==> config.mk <==
export PLATFORM = sky130hd
export DESIGN_NAME = video_text_writer
export DESIGN_NICKNAME = d
export VERILOG_FILES = /design/src/rtl/video_text_writer.sv
export SDC_FILE = /design/constraint.sdc
export NUM_CORES = 1
export LEC_CHECK = 0
export ABC_AREA = 1
export ABC_CLOCK_PERIOD_IN_PS = 1800
export BUFFER_PORTS_ARGS = -buffer_cell sky130_fd_sc_hd__buf_2
export CAP_MARGIN = 20
export CELL_PAD_IN_SITES_DETAIL_PLACEMENT = 1
export CELL_PAD_IN_SITES_GLOBAL_PLACEMENT = 2
export CORE_MARGIN = 2
export CORE_UTILIZATION = 27
export DETAILED_ROUTE_END_ITERATION = 8
export GPL_TIMING_DRIVEN = 1
export PLACE_DENSITY_LB_ADDON = 0.1
export SLEW_MARGIN = 20
export SYNTH_ARGS = -nofsm -noshare
export SYNTH_HDL_FRONTEND = slang
export SYNTH_SLANG_ARGS = --single-unit
==> constraint.sdc <==
create_clock -name CLK -period 1.8 [get_ports CLK]
set_input_delay 0 -clock CLK [delete_from_list [all_inputs] [get_ports CLK]]
set_output_delay 0 -clock CLK [all_outputs]
set_load 0.02 [all_outputs]
==> src/rtl/video_text_writer.sv <==
// Write-side engine for the character video RAM scanned by the VGA display.
// Accepts character codes over valid/ready, stores {attribute, glyph} at a
// hardware cursor, interprets CR/LF/BS/FF, wraps at the last column and
// scrolls by block-copying RAM rows upward, then blanks the bottom line.
// Optional build macro: VIDEO_TAB_EN enables 0x09 as a tab-to-next-8 code;
// without it 0x09 is stored as an ordinary glyph.
module video_text_writer #(
  parameter int unsigned COLS     = 64,
  parameter int unsigned ROWS     = 32,
  parameter logic [7:0]  DEF_ATTR = 8'h0E
) (
  input  logic        CLK,
  input  logic        RESET,
  input  logic        CHAR_VALID,
  input  logic [7:0]  CHAR_DATA,
  input  logic [7:0]  ATTR,
  output logic        CHAR_READY,
  output logic        BUSY,
  output logic [10:0] RAM_ADDR,
  output logic [15:0] RAM_WDATA,
  output logic        RAM_WE,
  input  logic [15:0] RAM_RDATA,
  output logic [5:0]  CURSOR_COL,
  output logic [4:0]  CURSOR_ROW
);

  localparam int unsigned ColW  = $clog2(COLS);
  localparam int unsigned RowW  = $clog2(ROWS);
  localparam int unsigned AddrW = ColW + RowW;

  localparam logic [ColW-1:0]  LastCol    = ColW'(COLS - 1);
  localparam logic [RowW-1:0]  LastRow    = RowW'(ROWS - 1);
  localparam logic [AddrW-1:0] RowStep    = AddrW'(COLS);
  localparam logic [AddrW-1:0] LineBase   = AddrW'((ROWS - 1) * COLS);
  localparam logic [AddrW-1:0] ScrollLast = LineBase - AddrW'(1);
  localparam logic [AddrW-1:0] LastAddr   = AddrW'(ROWS * COLS - 1);

  localparam logic [7:0] ChBs    = 8'h08;
  localparam logic [7:0] ChLf    = 8'h0A;
  localparam logic [7:0] ChFf    = 8'h0C;
  localparam logic [7:0] ChCr    = 8'h0D;
  localparam logic [7:0] ChSpace = 8'h20;
`ifdef VIDEO_TAB_EN
  localparam logic [7:0] ChTab   = 8'h09;
`endif

  typedef enum logic [2:0] {
    StIdle,
    StWrite,
    StScrollRd,
    StScrollWr,
    StClearLine,
    StClearAll
  } state_e;

  state_e           state;
  logic [7:0]       fill_attr;  // attribute for full-screen clears
  logic [7:0]       line_attr;  // attribute of the last accepted code
  logic             lf_pend;    // line feed owed once the WRITE cycle ends
  logic [AddrW-1:0] dst_addr;   // scroll copy destination
  logic [AddrW-1:0] clr_addr;   // clear fill address
  logic             clr_done;   // clear counter reached its last address

`ifdef VIDEO_TAB_EN
  logic [ColW:0] tab_col;
  // One extra bit so a tab past the last column is visible as overflow.
  assign tab_col = {1'b0, CURSOR_COL | ColW'(7)} + (ColW + 1)'(1);
`endif

  // Single FSM: each edge registers the RAM strobe/address/data and the
  // handshake outputs for the cycle that follows.
  always_ff @(posedge CLK) begin
    if (RESET) begin
      state      <= StClearAll;
      fill_attr  <= DEF_ATTR;
      line_attr  <= DEF_ATTR;
      lf_pend    <= 1'b0;
      dst_addr   <= '0;
      clr_addr   <= '0;
      clr_done   <= 1'b0;
      CURSOR_COL <= '0;
      CURSOR_ROW <= '0;
      RAM_WE     <= 1'b0;
      RAM_ADDR   <= '0;
      RAM_WDATA  <= '0;
      CHAR_READY <= 1'b0;
      BUSY       <= 1'b1;
    end else begin
      RAM_WE <= 1'b0;
      unique case (state)
        StIdle: begin
          if (CHAR_VALID && CHAR_READY) begin
            CHAR_READY <= 1'b0;
            line_attr  <= ATTR;
            state      <= StWrite;
            case (CHAR_DATA)
              ChCr: CURSOR_COL <= '0;
              ChLf: lf_pend <= 1'b1;
              ChBs: begin
                if (CURSOR_COL != '0) CURSOR_COL <= CURSOR_COL - ColW'(1);
              end
              ChFf: begin
                fill_attr  <= ATTR;
                CURSOR_COL <= '0;
                CURSOR_ROW <= '0;
                clr_addr   <= '0;
                clr_done   <= 1'b0;
                BUSY       <= 1'b1;
                state      <= StClearAll;
              end
`ifdef VIDEO_TAB_EN
              ChTab: begin
                if (tab_col > {1'b0, LastCol}) begin
                  CURSOR_COL <= '0;
                  lf_pend    <= 1'b1;
                end else begin
                  CURSOR_COL <= tab_col[ColW-1:0];
                end
              end
`endif
              default: begin
                RAM_WE    <= 1'b1;
                RAM_ADDR  <= {CURSOR_ROW, CURSOR_COL};
                RAM_WDATA <= {ATTR, CHAR_DATA};
                if (CURSOR_COL == LastCol) begin
                  CURSOR_COL <= '0;
                  lf_pend    <= 1'b1;
                end else begin
                  CURSOR_COL <= CURSOR_COL + ColW'(1);
                end
              end
            endcase
          end
        end

        StWrite: begin
          lf_pend <= 1'b0;
          if (lf_pend && (CURSOR_ROW == LastRow)) begin
            // Bottom row: start the scroll with the first read already issued.
            RAM_ADDR <= RowStep;
            dst_addr <= '0;
            BUSY     <= 1'b1;
            state    <= StScrollWr;
          end else begin
            if (lf_pend) CURSOR_ROW <= CURSOR_ROW + RowW'(1);
            CHAR_READY <= 1'b1;
            state      <= StIdle;
          end
        end

        StScrollRd: begin
          RAM_ADDR <= dst_addr + RowStep;
          state    <= StScrollWr;
        end

        StScrollWr: begin
          // RAM_RDATA holds the word addressed during the read cycle.
          RAM_WE    <= 1'b1;
          RAM_ADDR  <= dst_addr;
          RAM_WDATA <= RAM_RDATA;
          dst_addr  <= dst_addr + AddrW'(1);
          if (dst_addr == ScrollLast) begin
            clr_addr <= LineBase;
            clr_done <= 1'b0;
            state    <= StClearLine;
          end else begin
            state <= StScrollRd;
          end
        end

        StClearLine, StClearAll: begin
          if (clr_done) begin
            BUSY       <= 1'b0;
            CHAR_READY <= 1'b1;
            state      <= StIdle;
          end else begin
            RAM_WE    <= 1'b1;
            RAM_ADDR  <= clr_addr;
            RAM_WDATA <= {((state == StClearAll) ? fill_attr : line_attr), ChSpace};
            // Saturate at the top address rather than wrapping to 0.
            if (clr_addr == LastAddr) clr_done <= 1'b1;
            else clr_addr <= clr_addr + AddrW'(1);
          end
        end

        default: begin
          state    <= StClearAll;
          clr_addr <= '0;
          clr_done <= 1'b0;
          BUSY     <= 1'b1;
        end
      endcase
    end
  end

endmodule

Word level (Yosys, flattened, before mapping)

Cells that the tools add are included.

Flip-flop bits (word level): 84
Latch bits: 0
Bits in writable memories: 0
Memory bits (read-only): 0
Bits of input ports: 35
Output and inout bits: 41
Logic and storage cells: 132
Memories: 0

Add/sub/neg operators: 6
Multiply operators: 0
Div/mod/pow operators: 0
Magnitude comparators: 0
Eq/ne operators: 26
Shift-type cells: 0
Muxes and demuxes: 55
Bitwise operators: 3
Reductions and logical operators: 28

Operators by type and width:

| kind                                           | number |
|---|---|
| 2-to-1 mux 11 bit                              | 10 |
| one-hot mux 11 bit (5 select lines)            | 1 |
| 2-to-1 mux 16 bit                              | 3 |
| one-hot mux 16 bit (3 select lines)            | 1 |
| one-hot mux 11 bit (4 select lines)            | 1 |
| == test 8 x 4 -> 1 bit (second input constant) | 4 |
| adder 11 x 1 -> 11 bit (second input constant) | 2 |
| == test 11 bit (second input constant)         | 2 |
| != test 2 bit (second input constant)          | 11 |
| one-hot mux 11 bit (2 select lines)            | 1 |
| 2-to-1 mux 5 bit                               | 4 |
| AND reduction 4 bit                            | 5 |
| one-hot mux 6 bit (3 select lines)             | 1 |
| 2-to-1 mux 1 bit                               | 17 |
| one-hot mux 3 bit (5 select lines)             | 1 |
| AND reduction 5 bit                            | 3 |
| 2-to-1 mux 3 bit                               | 4 |
| 2-to-1 mux 6 bit                               | 2 |
| adder 11 x 7 -> 11 bit (second input constant) | 1 |
| one-hot mux 5 bit (2 select lines)             | 1 |
| 2-to-1 mux 8 bit                               | 1 |
| one-hot mux 1 bit (4 select lines)             | 2 |
| OR reduction 2 bit                             | 4 |
| adder 6 x 1 -> 6 bit (second input constant)   | 1 |
| 24 further kinds                               | 35 |

Longest topological paths before layout

Gate-level depths: netlist of the first run.

Word-level depth: 5
Mapped depth: 12
Depth with buffers taken out: 12

Worst setup path before layout of the first run

OpenSTA, ideal clock, no wires.

Path kind: register to register
Start: register CURSOR_ROW[0]
End: register RAM_ADDR[3]
Setup time: 0.115 ns
Arrival time: 1.762 ns
Required time: 1.685 ns
Path slack: -0.077 ns
Stages on the path, launching flop included: 13
Buffers on the path: 1
Period minus slack after synthesis: 1.877 ns
Cells stage by stage: dfxtp_1 ha_1 nand2_1 nor2_1 ha_1 nand2_1 inv_1 nor2_1 a211oi_4 buf_4 nand3_1 nand2_1 nor2_1

Word-level cells in the longest chain between the ends: 4

Ends and longest elaborated chain:

| item                          | RTL line | RTL |
|---|---|---|
| start, declared               | 24       | `output logic [4:0] CURSOR_ROW` |
| start signal, assigned        | 145      | `if (lf_pend) CURSOR_ROW <= CURSOR_ROW + RowW'(1);` |
| == test 5 bit                 | 138      | `if (lf_pend && (CURSOR_ROW == LastRow)) begin` |
| logical AND 1 bit             | 138      |  |
| != test 2 bit (no line)       | n/a      |  |
| AND reduction 5 bit (no line) | n/a      |  |
| end signal, assigned          | 140      | `RAM_ADDR <= RowStep;` |
| end signal, assigned          | 152      | `RAM_ADDR <= dst_addr + RowStep;` |
| end signal, assigned          | 159      | `RAM_ADDR <= dst_addr;` |
| end, declared                 | 19       | `output logic [10:0] RAM_ADDR,` |

Every way passes these cells.
A chain may end at the register's enable or synchronous reset.

Final worst setup path of the first run

Start: register state[2]
End: register RAM_ADDR[0]

Word-level cells in the longest chain between the ends: 4
Elaborated cells between the ends (all ways): 14
Those cells by class: eq/ne: 9; mux: 1; reduce/logical: 4

Ends and longest elaborated chain:

| item                                                                 | RTL line | RTL |
|---|---|---|
| start, declared                                                      | 56       | `state_e state;` |
| start signal, assigned                                               | 74       | `state <= StClearAll;` |
| start signal, assigned                                               | 95       | `state <= StWrite;` |
| start signal, assigned                                               | 109      | `state <= StClearAll;` |
| == test 3 bit                                                        | 90       | `unique case (state)` |
| OR reduction 2 bit                                                   | 90       |  |
| nonzero test 5 bit (no line) / != test 2 bit (equally long branches) | n/a      |  |
| AND reduction 5 bit (no line)                                        | n/a      |  |
| end signal, assigned                                                 | 123      | `RAM_ADDR <= {CURSOR_ROW, CURSOR_COL};` |
| end signal, assigned                                                 | 140      |  |
| end signal, assigned                                                 | 152      |  |

Several ways; a longest one is shown, not always the timed one.

==> key figures, run 1 <==
Drt
  – Detail Route met3 WL: between 300 and 400 um
  – Initial DRC Count: ~260
  – Antenna violation net count after detailed routing: 0
  – DR pass1 iterations: 4
  – Via-to-Cell Ratio: between 4 and 5
  – Vias: roughly 5200
  – Highest routed layer: met4
  – Wl on met1: around 8600 um
  – DR WL met2: between 8000 and 9000 um
  – Drt wl/cell: ~16 um
  – WL final: roughly 18000 um
  – Residual DRC count: 0

Floorplanning
  – # rows: 48
  – Core box area: ~0.017 mm2
  – I/O Pins: 76
  – Die area: between 0.015 and 0.02 mm2
  – Die width: 136 um
  – Starting Density: 0.274
  – Die Y: ~140 um

Cells and area
  – Fin util: 0.361
  – Post-route insts no fill: 1103
  – Share of cells above drive strength 1: 0.214
  – # diodes: 0
  – Commonest cells after routing, fill and taps aside: nand2_1 (172), nor2_1 (148), dfxtp_1 (82), buf_2 (76), inv_1 (63)
  – Commonest non-fill, non-tap cell in the layout: nand2_1
  – Area delta synth->final: 31.9%
  – Final #Nets: ~920

Placed design
  – IO Port Bufs: 75
  – GPL Wtd Cong: 0.783
  – Final HPWL from detailed placement: roughly 13000 um
  – Placed Instances: 1070

Critical path
  – CP Launch Point: state[2]
  – WP data required: slightly above 2 ns
  – Reg2Reg Launch Point: state[2]
  – Worst-path fanout max: 7
  – Crit path arrival time: ~2 ns
  – Crit end category: flip-flop
  – Startpoint Class: flip-flop
  – FF-to-FF setup slack: between 0.04 and 0.05 ns
  – CP Class: reg -> reg

Pwr
  – Worst VDD drop: between 0.4 and 0.5 mV
  – Leakage: 0.00282 uW
  – Pwr per Cell Area: between 1000 and 1500 mW/mm2
  – Final Power: 6240 uW

Global routing
  – Initial antenna violation count: 0
  – Grt total ovfl: 0
  – Vias in the first global route: between 5000 and 6000
  – Pin count of the biggest net entering global routing: between 60 and 70
  – All-Layer GR Usage: 0.200
  – First-pass GRT wire length: approximately 29000 um

Synth
  – Sequential fraction of the synthesis area: 0.358
  – Synthesized net count: slightly below 800
  – Yosys reg bits: 84
  – Distinct cell type count after synthesis: 37
  – Post-synthesis cell area: 0.00470 mm2
  – Main area contributors after synthesis: dfxtp_1 (36%), nand2_1 (14%), nor2_1 (12%), o21ai_0 (6.5%), nand3_1 (6.1%)
  – Synth top area share: 0.358
  – Cell type with the highest aggregate area in the netlist: dfxtp_1
  – Syn_area_per_cell: 6.32 um2
  – Syn. warnings: 0
  – Mapped Cells: between 700 and 800

STA
  – Fin. max-slew vios: 0
  – Fin Hold WS: about 0.0046 ns
  – Slew headroom: 0.712
  – Tightest Pin Transition: approximately 0.43 ns
  – RSZ-0062 raised after global routing: yes
  – Final setup viols: 0
  – Max Freq: between 0.5 and 0.6 GHz
  – Final Cycle Share: 0.977
  – Clock skew: 0.00703 ns
  – Final hold vios: 0
  – Tmin final: between 1.5 and 2 ns
  – Setup TNS: 0 ns

Clocking
  – Number of H-tree levels: 3
  – Clock transition at path regs: 0.07 ns
  – Root Buffer: clkbuf_16
  – CTS Sinks: 84
  – CTS tree: done
  – CTS Buffer Depth: 2
  – Num CTS Buffers: 9
  – Worst-Skew Late Latency: about 0.35 ns

Worst hold path
  – Worst Hold Launch: RAM_RDATA[14]
  – Worst hold-check path type: in -> reg

Outcome
  – Outcome: completed

Run
  – MaxCap Viol Count: 0
## worst paths after layout
check                   to  cells past startpoint
max            RAM_ADDR[0]                      7
min          RAM_WDATA[14]                      5
min reg2reg   line_attr[1]                      2
max reg2reg    RAM_ADDR[0]                      7
## flip-flops by register name, indices dropped and copies added (netlist names)
| name | cells |
|---|---|
| dst_addr | 11 |
| BUSY | 1 |
| CURSOR_ROW | 5 |
| RAM_ADDR | 11 |
| CHAR_READY | 1 |
| state | 3 |
| RAM_WE | 1 |
| lf_pend | 1 |
| line_attr | 8 |
| clr_done | 1 |
| RAM_WDATA | 16 |
| CURSOR_COL | 6 |
| clr_addr | 11 |
| fill_attr | 8 |
## stage by stage
stage          setup WS (ns)  cell area, um2
2_1_floorplan         0.0368            4700
3_3_place_gp          -0.224            5650
3_5_place_dp          -0.298            5650
4_1_cts               0.0154            6160
5_1_grt              -0.0972            6200
6_report              0.0408            6200
## cell type report
class,instances,area [um2]
Tap cell,225,282
Fill cell,2268,11000
Sequential cell,84,1690
Clock buffer,10,239
Clock inverter,6,87.6
Inverter,75,284
Timing Repair Buffer,142,945
Multi-Input combinational cell,561,2680
## power breakdown
| group | internal (uW) | switching [uW] | total [uW] |
|---|---|---|---|
| Combinational | 706 | 1190 | 1900 |
| Sequential | 2100 | 161 | 2260 |
| Clock | 1250 | 831 | 2090 |
## synthesized netlist by cell type
master / count
clkinv_1: 1
ha_1: 9
a211oi_4: 1
o211ai_1: 7
o22ai_1: 4
nand3_1: 57
xor2_1: 4
buf_1: 1
nor2_4: 2
o221ai_1: 5
a22oi_1: 4
nor3b_1: 2
nor4_1: 1
o21bai_1: 1
a21oi_1: 41
nor2_1: 152
xnor2_1: 2
nand2_2: 5
a211oi_1: 2
nand4_1: 4
buf_4: 1
nand3_2: 3
o21ai_0: 61
inv_2: 8
dfxtp_1: 84
buf_2: 7
a31oi_1: 3
nand2_1: 175
o21ai_2: 1
clkbuf_1: 14
or2_2: 2
a32oi_1: 1
buf_6: 1
nor2_2: 4
inv_1: 66
o31ai_1: 1
nor3_1: 7
## routing by layer
metal / GRT usage / vias to the layer above
li1: - / 2664
met1: 0.261 / 2500
met2: 0.346 / 54
met3: 0.0354 / 12
met4: 0.0388 / 0
met5: 0 / -
## cell families (layout without fill, tap and decap cells)
family	Yosys count	count (layout)	share of synthesized area
AOI/OAI and AO/OA	132	132	0.159
xor gates and xnor gates	6	6	0.0112
DFF	84	84	0.358
buffers and inverters	99	233	0.0833
and+or+nand+nor	414	414	0.365
adders and majority gates	9	9	0.0239
## critical path, stage by stage (launching register included)
cell     delay (ns)
dfxtp_1        0.43
inv_2          0.08
nand3_2        0.19
nand2_1        0.23
a22oi_1        0.36
o21ai_0        0.20
nor2_1         0.13
nor2_1         0.04
## repair_timing
action,CTS,global route
hold endpoints to repair,21,0
setup buffers,3,0
gates resized for setup,8,13
pin swaps,3,2
setup endpoints to repair,11,47
hold buffers,13,0
gates cloned,1,0
Note: power is estimated with default switching activity, not from simulation.
==> run 2: changes to the inputs <==
--- a/config.mk
+++ b/config.mk
@@ -7,13 +7,14 @@
 export LEC_CHECK = 0
 export ABC_AREA = 1
 export ABC_CLOCK_PERIOD_IN_PS = 1800
-export BUFFER_PORTS_ARGS = -buffer_cell sky130_fd_sc_hd__buf_2
 export CAP_MARGIN = 20
 export CELL_PAD_IN_SITES_DETAIL_PLACEMENT = 1
 export CELL_PAD_IN_SITES_GLOBAL_PLACEMENT = 2
 export CORE_MARGIN = 2
-export CORE_UTILIZATION = 27
+export CORE_UTILIZATION = 31
 export DETAILED_ROUTE_END_ITERATION = 8
+export DONT_BUFFER_PORTS = 1
+export GPL_ROUTABILITY_DRIVEN = 0
 export GPL_TIMING_DRIVEN = 1
 export PLACE_DENSITY_LB_ADDON = 0.1
 export SLEW_MARGIN = 20
==> key figures, run 2 (synthesized netlist as in run 1, its figures left out) <==
Cells and area
  – Area delta synth->final: 28.4%
  – Max reg flops: 16
  – Commonest cells after routing, fill and taps aside: nand2_1 (170), nor2_1 (143), dfxtp_1 (78), inv_1 (64), o21ai_0 (61)
  – Final #Nets: around 870
  – Commonest non-fill, non-tap cell in the layout: nand2_1
  – Post-route insts no fill: ~1000
  – Largest reg by FF count: RAM_WDATA
  – # diodes: 0
  – Share of cells above drive strength 1: 0.162

Critical path
  – CP Class: reg -> reg
  – Worst path cell trace: ha_4 > nand2_2 > nor2_2 > ha_2 > nand2_2 > inv_2 > nor2_4 > a211oi_4 > buf_6 > nand3_2 > nand2_2 > nor2_2
  – Startpoint Class: flip-flop
  – CP max stage delay: roughly 0.37 ns
  – Crit end category: flip-flop
  – Worst-path fanout max: 7
  – WP data required: between 2 and 2.5 ns
  – Crit path arrival time: approximately 2.1 ns
  – Most common cell on crit path: nand2_2
  – Reg2Reg Launch Point: CURSOR_ROW[1]
  – CP Launch Point: CURSOR_ROW[1]
  – CP max-delay cell: a211oi_4

STA
  – Max Freq: between 0.5 and 0.6 GHz
  – Final setup viols: 6
  – RSZ-0062 raised after global routing: yes
  – Slew headroom: 0.629
  – Tmin final: between 1.5 and 2 ns
  – Final Cycle Share: 1.03
  – Setup TNS: -0.238 ns
  – Clock skew: 0.00847 ns
  – Tightest Pin Transition: 0.556 ns
  – Fin. max-slew vios: 0
  – Final hold vios: 0
  – PnR worst setup slack: -0.0551 ns

Global routing
  – Most Crowded Layer GR: met2
  – Met1 Track Usage GR: 0.280
  – Vias in the first global route: 5292
  – Initial antenna violation count: 0
  – M2 GR Usage: 0.376
  – Met3 Usage GRT: 0.0523
  – All-Layer GR Usage: 0.221
  – Pin count of the biggest net entering global routing: 37
  – First-pass GRT wire length: approximately 28000 um
  – Grt total ovfl: 0

Drt
  – Drt wl/cell: about 17 um
  – Antenna violation net count after detailed routing: 0
  – Vias: about 5100
  – Residual DRC count: 0
  – Via-to-Cell Ratio: between 5 and 6
  – DR pass1 iterations: 4
  – WL final: about 18000 um
  – Initial DRC Count: approximately 190

Pwr
  – Leakage: 0.00259 uW
  – Pwr per Cell Area: 1010 mW/mm2
  – Worst VDD drop: about 0.52 mV

Clocking
  – CTS Buffer Depth: 2
  – CTS Sinks: between 80 and 90
  – Num CTS Buffers: 9
  – Root Buffer: clkbuf_16
  – Number of H-tree levels: 3
  – CTS tree: done
  – Clock transition at path regs: roughly 0.080 ns
  – Worst-Skew Late Latency: approximately 0.36 ns

Floorplanning
  – Die Y: 127 um
  – Die area: about 0.016 mm2
  – # rows: 45
  – Die width: around 130 um
  – Starting Density: 0.313
  – Core box area: approximately 0.015 mm2
  – I/O Pins: 76

Outcome
  – Failing checks: setup timing
  – Outcome: complete, but fails checks

Placed design
  – IO Port Bufs: 0
  – Final HPWL from detailed placement: 12900 um
  – Placed Instances: around 970

Worst hold path
  – Worst hold-check path type: in -> reg
  – Worst Hold Launch: RAM_RDATA[11]

Run
  – MaxCap Viol Count: 0
## run 2: stage by stage
step / hold slack (ns) / instance area (um2) / setup WS (ns) / total power, uW / utilization
after global placement: 0.0743 / 5270 / 0.0619 / 3920 / 0.351
after global routing: 0.0398 / 6040 / -0.153 / 6490 / 0.401
final: 0.00713 / 6040 / -0.0551 / 6110 / 0.401
after CTS: 0.00718 / 5880 / -0.0264 / 6080 / 0.391
after floorplan: 0.0785 / 4700 / 0.0368 / 3420 / -
after detailed placement: 0.0767 / 5270 / -0.00785 / 3970 / 0.351
## run 2: layer usage
metal	vias up	part of all wire
met4	0	0.016
met5	-	0
met1	2437	0.45
met2	86	0.48
met3	20	0.051
li1	2569	-
## run 2: cell type report
class                           count  area (um2)
Timing Repair Buffer               90         763
Clock buffer                        9         225
Sequential cell                    84        1690
Tap cell                          188         235
Clock inverter                      7        92.6
Inverter                           75         287
Multi-Input combinational cell    561        2740
Fill cell                        1945        9000
## run 2: repair_timing
item | CTS | global route
gates cloned | 0 | 0
endpoints found under the setup margin | 1 | 56
endpoints found under the hold margin | 46 | 0
resized for setup | 0 | 40
setup buffers | 0 | 4
pin swaps | 0 | 9
hold buffers | 29 | 0
## run 2: final timing paths
check	to	slack, ns	cells past startpoint
setup / recovery	RAM_ADDR[9]	-0.06	12
hold / removal	RAM_WDATA[11]	0.007	4
setup reg to reg	RAM_ADDR[9]	-0.06	12
hold reg to reg	line_attr[2]	0.47	2
## run 2: report_power, final
group | leakage (uW) | internal, uW | switching [uW]
Clock | 0.000155 | 1110 | 908
Sequential | 0.000684 | 2100 | 368
Combinational | 0.00175 | 643 | 983
Total | 0.00259 | 3860 | 2260
## run 2: critical path: cells and delay by family, from the launching register on
| kind | cells | cell delay, ns |
|---|---|---|
| fa+ha+maj | 2 | 0.31 |
| buf+inv | 2 | 0.25 |
| simple gates | 7 | 0.46 |
| flops | 1 | 0.36 |
| compound gates | 1 | 0.37 |
